<file path="src/rtl/spi_slave_regs.sv">
// rtl/spi_slave_regs.sv - SPI mode-0 slave exposing CTRL/STATUS registers to the I2C bridge
// Optional: SPI_SLAVE_REGS_MISO_TRISTATE_EN floats spi_miso while slave select is high.
`timescale 1ns/1ps

module spi_slave_regs (
  input  logic        clk,
  input  logic        aresetn,
  input  logic        spi_ss,
  input  logic        spi_clk,
  input  logic        spi_mosi,
  output logic        spi_miso,
  input  logic [4:0]  fsm_state,
  input  logic [1:0]  fsm_bit_state,
  output logic [15:0] ctrl_out
);

  typedef enum logic [1:0] {
    ST_IDLE  = 2'd0,
    ST_CMD   = 2'd1,
    ST_DATA  = 2'd2,
    ST_DRAIN = 2'd3
  } state_e;

  localparam logic [6:0] ADDR_CTRL   = 7'h00;
  localparam logic [6:0] ADDR_STATUS = 7'h01;

  // Synchronizers; the third SS/SCLK flop is the edge-detect history.
  logic ss_meta_q, ss_sync_q, ss_prev_q;
  logic sclk_meta_q, sclk_sync_q, sclk_prev_q;
  logic mosi_meta_q, mosi_sync_q;

  always_ff @(posedge clk or negedge aresetn) begin
    if (!aresetn) begin
      ss_meta_q   <= 1'b1;
      ss_sync_q   <= 1'b1;
      ss_prev_q   <= 1'b1;
      sclk_meta_q <= 1'b0;
      sclk_sync_q <= 1'b0;
      sclk_prev_q <= 1'b0;
      mosi_meta_q <= 1'b0;
      mosi_sync_q <= 1'b0;
    end else begin
      ss_meta_q   <= spi_ss;
      ss_sync_q   <= ss_meta_q;
      ss_prev_q   <= ss_sync_q;
      sclk_meta_q <= spi_clk;
      sclk_sync_q <= sclk_meta_q;
      sclk_prev_q <= sclk_sync_q;
      mosi_meta_q <= spi_mosi;
      mosi_sync_q <= mosi_meta_q;
    end
  end

  logic ss_fall, ss_rise, sclk_rise, sclk_fall;
  assign ss_fall   =  ss_prev_q   & ~ss_sync_q;
  assign ss_rise   = ~ss_prev_q   &  ss_sync_q;
  assign sclk_rise = ~sclk_prev_q &  sclk_sync_q;
  assign sclk_fall =  sclk_prev_q & ~sclk_sync_q;

  state_e      state_q, state_d;
  logic [2:0]  bit_cnt_q, bit_cnt_d;
  logic        data_idx_q, data_idx_d;
  logic [7:0]  rx_q, rx_d;
  logic [7:0]  tx_q, tx_d;
  logic        miso_q, miso_d;
  logic        ro_q, ro_d;
  logic [6:0]  addr_q, addr_d;
  logic [7:0]  stat_lo_q, stat_lo_d;
  logic [15:0] ctrl_q, ctrl_d;
  logic        init_done_q, init_done_d;

  logic [7:0] rx_byte;
  logic       byte_done;
  logic [7:0] marker;
  logic       writable;
  logic [7:0] first_data;
  logic [7:0] second_data;

  assign rx_byte   = {rx_q[6:0], mosi_sync_q};
  assign byte_done = sclk_rise && (bit_cnt_q == 3'd7);
  assign marker    = init_done_q ? 8'h0F : 8'h00;
  assign writable  = !ro_q && (addr_q == ADDR_CTRL);

  // The command byte is still in flight here, so decode its address from rx_byte.
  always_comb begin
    first_data = 8'h00;
    if (rx_byte[6:0] == ADDR_CTRL) begin
      first_data = ctrl_q[15:8];
    end else if (rx_byte[6:0] == ADDR_STATUS) begin
      first_data = {3'b000, fsm_state};
    end
  end

  always_comb begin
    second_data = 8'h00;
    if (addr_q == ADDR_CTRL) begin
      second_data = ctrl_q[7:0];
    end else if (addr_q == ADDR_STATUS) begin
      second_data = stat_lo_q;
    end
  end

  always_comb begin
    state_d     = state_q;
    bit_cnt_d   = bit_cnt_q;
    data_idx_d  = data_idx_q;
    rx_d        = rx_q;
    tx_d        = tx_q;
    miso_d      = miso_q;
    ro_d        = ro_q;
    addr_d      = addr_q;
    stat_lo_d   = stat_lo_q;
    ctrl_d      = ctrl_q;
    init_done_d = init_done_q;

    if (state_q == ST_IDLE) begin
      if (ss_fall) begin
        state_d    = ST_CMD;
        bit_cnt_d  = 3'd0;
        data_idx_d = 1'b0;
        rx_d       = 8'h00;
        miso_d     = marker[7];
        tx_d       = {marker[6:0], 1'b0};
      end
    end else begin
      if (sclk_rise) begin
        rx_d      = rx_byte;
        bit_cnt_d = bit_cnt_q + 3'd1;
      end
      if (sclk_fall) begin
        miso_d = tx_q[7];
        tx_d   = {tx_q[6:0], 1'b0};
      end
      // Whole byte received: commit it and stage the next outgoing byte.
      if (byte_done) begin
        case (state_q)
          ST_CMD: begin
            ro_d       = rx_byte[7];
            addr_d     = rx_byte[6:0];
            stat_lo_d  = {6'b000000, fsm_bit_state};
            tx_d       = first_data;
            data_idx_d = 1'b0;
            state_d    = ST_DATA;
          end
          ST_DATA: begin
            if (writable) begin
              if (!data_idx_q) begin
                ctrl_d[15:8] = rx_byte;
              end else begin
                ctrl_d[7:0] = rx_byte;
              end
              init_done_d = 1'b1;
            end
            if (!data_idx_q) begin
              tx_d       = second_data;
              data_idx_d = 1'b1;
            end else begin
              tx_d    = 8'h00;
              state_d = ST_DRAIN;
            end
          end
          default: begin
            tx_d = 8'h00;
          end
        endcase
      end
      // Evaluated after the commit so a coincident final SCLK rise still lands.
      if (ss_rise) begin
        state_d = ST_IDLE;
        miso_d  = 1'b0;
      end
    end
  end

  always_ff @(posedge clk or negedge aresetn) begin
    if (!aresetn) begin
      state_q     <= ST_IDLE;
      bit_cnt_q   <= 3'd0;
      data_idx_q  <= 1'b0;
      rx_q        <= 8'h00;
      tx_q        <= 8'h00;
      miso_q      <= 1'b0;
      ro_q        <= 1'b1;
      addr_q      <= 7'h00;
      stat_lo_q   <= 8'h00;
      ctrl_q      <= 16'h0000;
      init_done_q <= 1'b0;
    end else begin
      state_q     <= state_d;
      bit_cnt_q   <= bit_cnt_d;
      data_idx_q  <= data_idx_d;
      rx_q        <= rx_d;
      tx_q        <= tx_d;
      miso_q      <= miso_d;
      ro_q        <= ro_d;
      addr_q      <= addr_d;
      stat_lo_q   <= stat_lo_d;
      ctrl_q      <= ctrl_d;
      init_done_q <= init_done_d;
    end
  end

  assign ctrl_out = ctrl_q;

`ifdef SPI_SLAVE_REGS_MISO_TRISTATE_EN
  assign spi_miso = ss_sync_q ? 1'bz : miso_q;
`else
  assign spi_miso = ss_sync_q ? 1'b0 : miso_q;
`endif

endmodule

</file>
<file path="config.mk">
export PLATFORM = sky130hd
export DESIGN_NAME = spi_slave_regs
export DESIGN_NICKNAME = d
export VERILOG_FILES = /design/src/rtl/spi_slave_regs.sv
export SDC_FILE = /design/constraint.sdc
export NUM_CORES = 1
export LEC_CHECK = 0
export BUFFER_PORTS_ARGS = -buffer_cell sky130_fd_sc_hd__buf_4
export CORE_ASPECT_RATIO = 0.7
export CORE_UTILIZATION = 52
export CTS_CLUSTER_DIAMETER = 150
export DETAILED_ROUTE_END_ITERATION = 8
export PLACE_DENSITY_LB_ADDON = 0.08
export SKIP_LAST_GASP = 1
export SLEW_MARGIN = 20
export SYNTH_ARGS = -nofsm -noshare
export SYNTH_HDL_FRONTEND = slang
export SYNTH_SLANG_ARGS = --single-unit
</file>
<file path="constraint.sdc">
create_clock -name clk -period 2.05 [get_ports clk]
set_input_delay 0 -clock clk [delete_from_list [all_inputs] [get_ports clk]]
set_output_delay 0 -clock clk [all_outputs]
set_load 0.005 [all_outputs]
</file>
# After elaboration in Yosys (flattened, before gate mapping)
# Index checks and enable logic that the tools add are counted.
[classes]
bitwise_logic = 10
n_addsub = 1
n_reduce_logical = 22
multipliers = 0
eq_ne = 7
mux = 32
div_mod_pow = 0
order_cmp = 0
n_shift = 0
[ops]
columns = ["op", "n"]
rows = [
  ["$mux W8", 7],
  ["$mux W7", 3],
  ["$pmux W8 S2", 1],
  ["$eq A7 B1 Y1 const B", 2],
  ["$logic_not A7 Y1", 2],
  ["$mux W2", 6],
  ["$reduce_bool A3 Y1", 4],
  ["$reduce_and A5 Y1", 2],
  ["$mux W3", 3],
  ["$mux W1", 8],
  ["$reduce_and A4 Y1", 2],
  ["$not A1 Y1", 6],
  ["$reduce_and A2 Y1", 3],
  ["$reduce_and A3 Y1", 2],
  ["$mux W5", 1],
  ["$and A1 B1 Y1", 4],
  ["$mux W4", 1],
  ["$ne A4 B4 Y1 const B", 1],
  ["$pmux W2 S2", 1],
  ["$reduce_bool A2 Y1", 2],
  ["$reduce_bool A4 Y1", 1],
  ["$add A3 B1 Y3 const B", 1],
  ["$eq A3 B3 Y1 const B", 1],
  ["$eq A2 B1 Y1 const B", 1],
  ["6 further kinds", 7],
]
[word_totals]
register_bits = 57
romBits = 0
latch_bits = 0
ramBits = 0
memories = 0

# Depth between registers and ports, before layout
[depth]
depth_word = 7
mapped_depth = 8
ltp_nobuf = 6

# Worst setup path after synthesis
# Ideal clock, no wire load.
[synth_path]
kind = "register -> register"
start = "register bit_cnt_q[0]"
end = "register tx_q[2]"
path_slack_ps = 47
synth_period_minus_slack_ps = 2003
path_stages_with_launch = 8
t_arrival_ps = 1882
setup_time_ps = 121
path_buffers = 1
path_cell_list = "dfrtp_1 -> ha_1 -> ha_1 -> and3b_1 -> clkbuf_1 -> or3_1 -> a21o_1 -> a22o_1"
[synth_between]
elab_chain_cells = 4
elab_cells_between_ends = 6
[synth_lines]
columns = ["item", "line", "source"]
rows = [
  ["start, declared", "61", "logic [2:0] bit_cnt_q, bit_cnt_d;"],
  ["start signal, assigned", "190", "bit_cnt_q <= bit_cnt_d;"],
  ["$eq A3 B3 Y1 (*)", "80", "assign byte_done = sclk_rise && (bit_cnt_q == 3'd7);"],
  ["$logic_and A1 B1 Y1 (*)", "80", ""],
  ["$reduce_bool A3 Y1 (no line) / $mux W8 (equally long branches)", "n/a", ""],
  ["$reduce_and A2 Y1 (no line) / $mux W8 (equally long branches)", "n/a", ""],
  ["end signal, assigned", "193", "tx_q <= tx_d;"],
  ["end, declared", "64", "logic [7:0] tx_q, tx_d;"],
]
# Every way passes the cells marked *; elsewhere a longest branch is shown, timed or not.
# A chain may end at the register's enable or synchronous reset.

# Worst setup path in the final report
[layout_path]
start = "register addr_q[1]"
end = "register ctrl_q[2], in the netlist ctrl_out[2]"
[layout_between]
elab_chain_cells = 3
[layout_lines]
columns = ["item", "line", "source"]
rows = [
  ["start, declared", "67", "logic [6:0] addr_q, addr_d;"],
  ["start signal, assigned", "196", "addr_q <= addr_d;"],
  ["$logic_not A7 Y1", "82", "assign writable = !ro_q && (addr_q == ADDR_CTRL);"],
  ["$logic_and A1 B1 Y1", "82", ""],
  ["$reduce_and A5 Y1 (no line)", "n/a", ""],
  ["end signal, assigned", "198", "ctrl_q <= ctrl_d;"],
  ["end, declared", "69", "logic [15:0] ctrl_q, ctrl_d;"],
]
# No other way between the ends.

==> flow_summary.toml <==
[global_routing]
grt_pass1_vias = 1873
gr-total-overflow = 0
antenna_found_initial = 0
grt_max_degree = 58
gr-usage-all-layers = 0.251
grt_pass1_wl_um = 9610

[placement]
place_area_sq_um = 3000
place_ws_ps = 93.4
gp_congestion = 0.857
io_buffers = 28
hpwl_um = 4160

[detailed_routing]
vias = 1930
ant_nets = 0
first_pass_iters = 4
finalWirelength_um = 5850
drtIter0Drc = 164
drc_errors = 0
wl_per_cell_um = 17.4
viasPerCell = 5.76

[sta]
slew_viol_final = 0
relSlewSlack = 0.482
skew_ps = 9.86
period_share = 0.942
fmax_mhz = 518
fin_ws_ps = 120
worst_slew_pin_slew_ps = 776
setup-violations-final = 0
finalCriticalPeriod_ps = 1930
fin_tns_setup_ps = 0
grt_setup_unrepaired = "no"
finalHoldViolations = 0

[die]
core_area_sq_um = 4860
ioPinCount = 29
rows = 21
die_y_um = 61.9
die_w_um = 87.6
fp.dieArea_sq_um = 5420
initial_core_util = 0.549

[clock_tree]
tritoncts = "yes"
path_clk_slew_ps = 60
clkSinkCount = 57
cts_buffers = 9
post_cts_buffers = 0
root_buffer = "clkbuf_8"
cts-htree-levels = 3
clk_latency_ps = 340
cts_buffer_depth = 2

[synthesis]
synth_edf_count = 0
synthFlopType = "dfrtp_1"
synthTopCellsByCount = "53 x dfrtp_1, 23 x mux2_2, 12 x a22o_1"
synth_seq_cells = 57
synth_top_cell_by_area = "dfrtp_1"
ys_seq_area_frac = 0.537
syn_avg_cell_area_sq_um = 12.6
synth.most_common_cell = "dfrtp_1"
synthArstFlopShare = 1.00
synth_cells = 212
yosysUniqueCellTypes = 41
synth_top_area_share = 0.497
synthTopCellsByArea = "dfrtp_1 50%, mux2_2 9.7%, mux2_4 4.5%, dfstp_2 3.9%, a22o_1 3.9%"
syn-num-nets = 230
syn-cell-area_sq_um = 2670
synth_warnings = 0

[power_and_ir_drop]
seq_power_share = 0.408
p_leak_nw = 1.62
swShare = 0.294
clockPowerShare = 0.358
power_frac_comb = 0.235
powerDensity_nw_per_um2 = 1080
irDropWorstVdd_v = 0.000726
intPower_mw = 2.53
p_sw_mw = 1.05

[worst_setup_path]
crit_cells = 5
r2r_slack_ps = 120
crit_slowest_cell = "dfrtp_1"
worstSetupEndpointType = "register"
r2r_start = "addr_q[1]"
timing.rr.end = "ctrl_out[2]"
path_buf_inv = 1
cp.arrival_ps = 2150
critPathRequiredTime_ps = 2270
ff2ff_path_depth = 5
cp_max_fo = 8
path_cells = "nor4_4 -> buf_4 -> and4_2 -> nand3_2 -> mux2_2"
max_stage_delay_ps = 410
critPathKind = "reg2reg"
start_kind = "register"
crit_family = "simple AND/OR/NAND/NOR gates"

[min_path]
hold_class = "in2reg"
whs_endpoint = "tx_q[2]"
holdPathStages = 4
hp-start = "fsm_state[2]"

[job]
cap_violations = 0

[cells_and_area]
design_area_sq_um = 3320
antenna_cells = 0
layout.nets = 279
area_delta_synth_final_pct = 24.7
drive_above_1_share = 0.368

[run_status]
status = "finished, final reports clean"
repair_timing:
action / 4_1_cts / 5_1_grt
endpoints found under the setup margin: 0 / 24
endpoints found under the hold margin: 58 / 0
hold buffers: 6 / 0
resized for setup: 0 / 4
kinds of logic after synthesis:
group	Yosys count	share of synthesized area
flops	57	0.537
buf+inv	12	0.0244
fa+ha+maj	6	0.0282
simple gates	59	0.142
mux	34	0.153
compound gates	44	0.115
cell type report:
| type | instances | area, sq um |
|---|---|---|
| fillers | 370 | 1540 |
| flip-flops and latches | 57 | 1430 |
| multi-input cells | 143 | 1180 |
| repair buffers | 46 | 364 |
| clock buffers | 11 | 141 |
| clock inverters | 5 | 103 |
| well taps | 69 | 86.3 |
| inverters | 4 | 15.0 |
power by group through the flow:
stage / Clock, mW / Sequential, mW / Combinational [mW]
CTS: 1.31 / 1.46 / 0.813
global route: 1.36 / 1.48 / 0.938
global placement: 0 / 1.47 / 0.754
floorplan: 0 / 1.42 / 0.543
finish: 1.28 / 1.46 / 0.840
detailed placement: 0 / 1.48 / 0.804
metrics by stage:
stage | std cells | utilization | total power [mW] | hold WS, ps
5_1_grt | 335 | 0.684 | 3.78 | 195
3_3_place_gp | 313 | 0.618 | 2.22 | 84.1
4_1_cts | 335 | 0.680 | 3.58 | 169
3_5_place_dp | 313 | 0.618 | 2.28 | 96.7
2_1_floorplan | 212 | - | 1.96 | -296
6_report | 335 | 0.684 | 3.58 | 176
metal layers:
metal	vias to the layer above	global-route usage	part of all wire
met5	-	0	0
met2	72	0.352	0.42
met4	0	0.143	0.021
met1	956	0.347	0.49
li1	886	-	-
met3	16	0.0793	0.061
sequential cells by signal, summed over array words and instances (netlist names), 2 cells and up:
| signal | count |
|---|---|
| ctrl_out | 16 |
| rx_q | 7 |
| addr_q | 7 |
| tx_q | 8 |
| stat_lo_q | 2 |
| state_q | 2 |
| bit_cnt_q | 3 |
how the worst max path moves through the flow:
stage | from | end | slack, ps
2_1_floorplan | bit_cnt_q[0] | tx_q[2] | 50
3_3_place_gp | addr_q[1] | ctrl_out[1] | 140
3_5_place_dp | bit_cnt_q[0] | tx_q[2] | 90
4_1_cts | bit_cnt_q[0] | tx_q[2] | 80
5_1_grt | state_q[1] | ctrl_out[15] | 10
6_report | addr_q[1] | ctrl_out[2] | 120
worst reg2reg max path, cell delays in order (launching register included):
cell,delay (ps)
dfrtp_1,410
nor4_4,350
buf_4,220
and4_2,250
nand3_2,240
mux2_2,350
cell usage in the layout (no fill, tap or decap), types with 4 or more instances in the layout:
cell type and instances:
ha_1 5, nand3_1 6, buf_4 39, nand2_1 8, o21ai_0 8, a21o_1 5
mux2_4 8, inv_1 4, dfstp_2 4, clkbuf_8 10, a22o_1 12, dlygate4sd3_1 6
a21oi_1 8, dfrtp_1 53, nand4_1 5, nand2b_1 6, nor2_1 5, nor3_1 5
mux2_2 23, nor2b_1 5
Power figures use the tool's default switching activity.
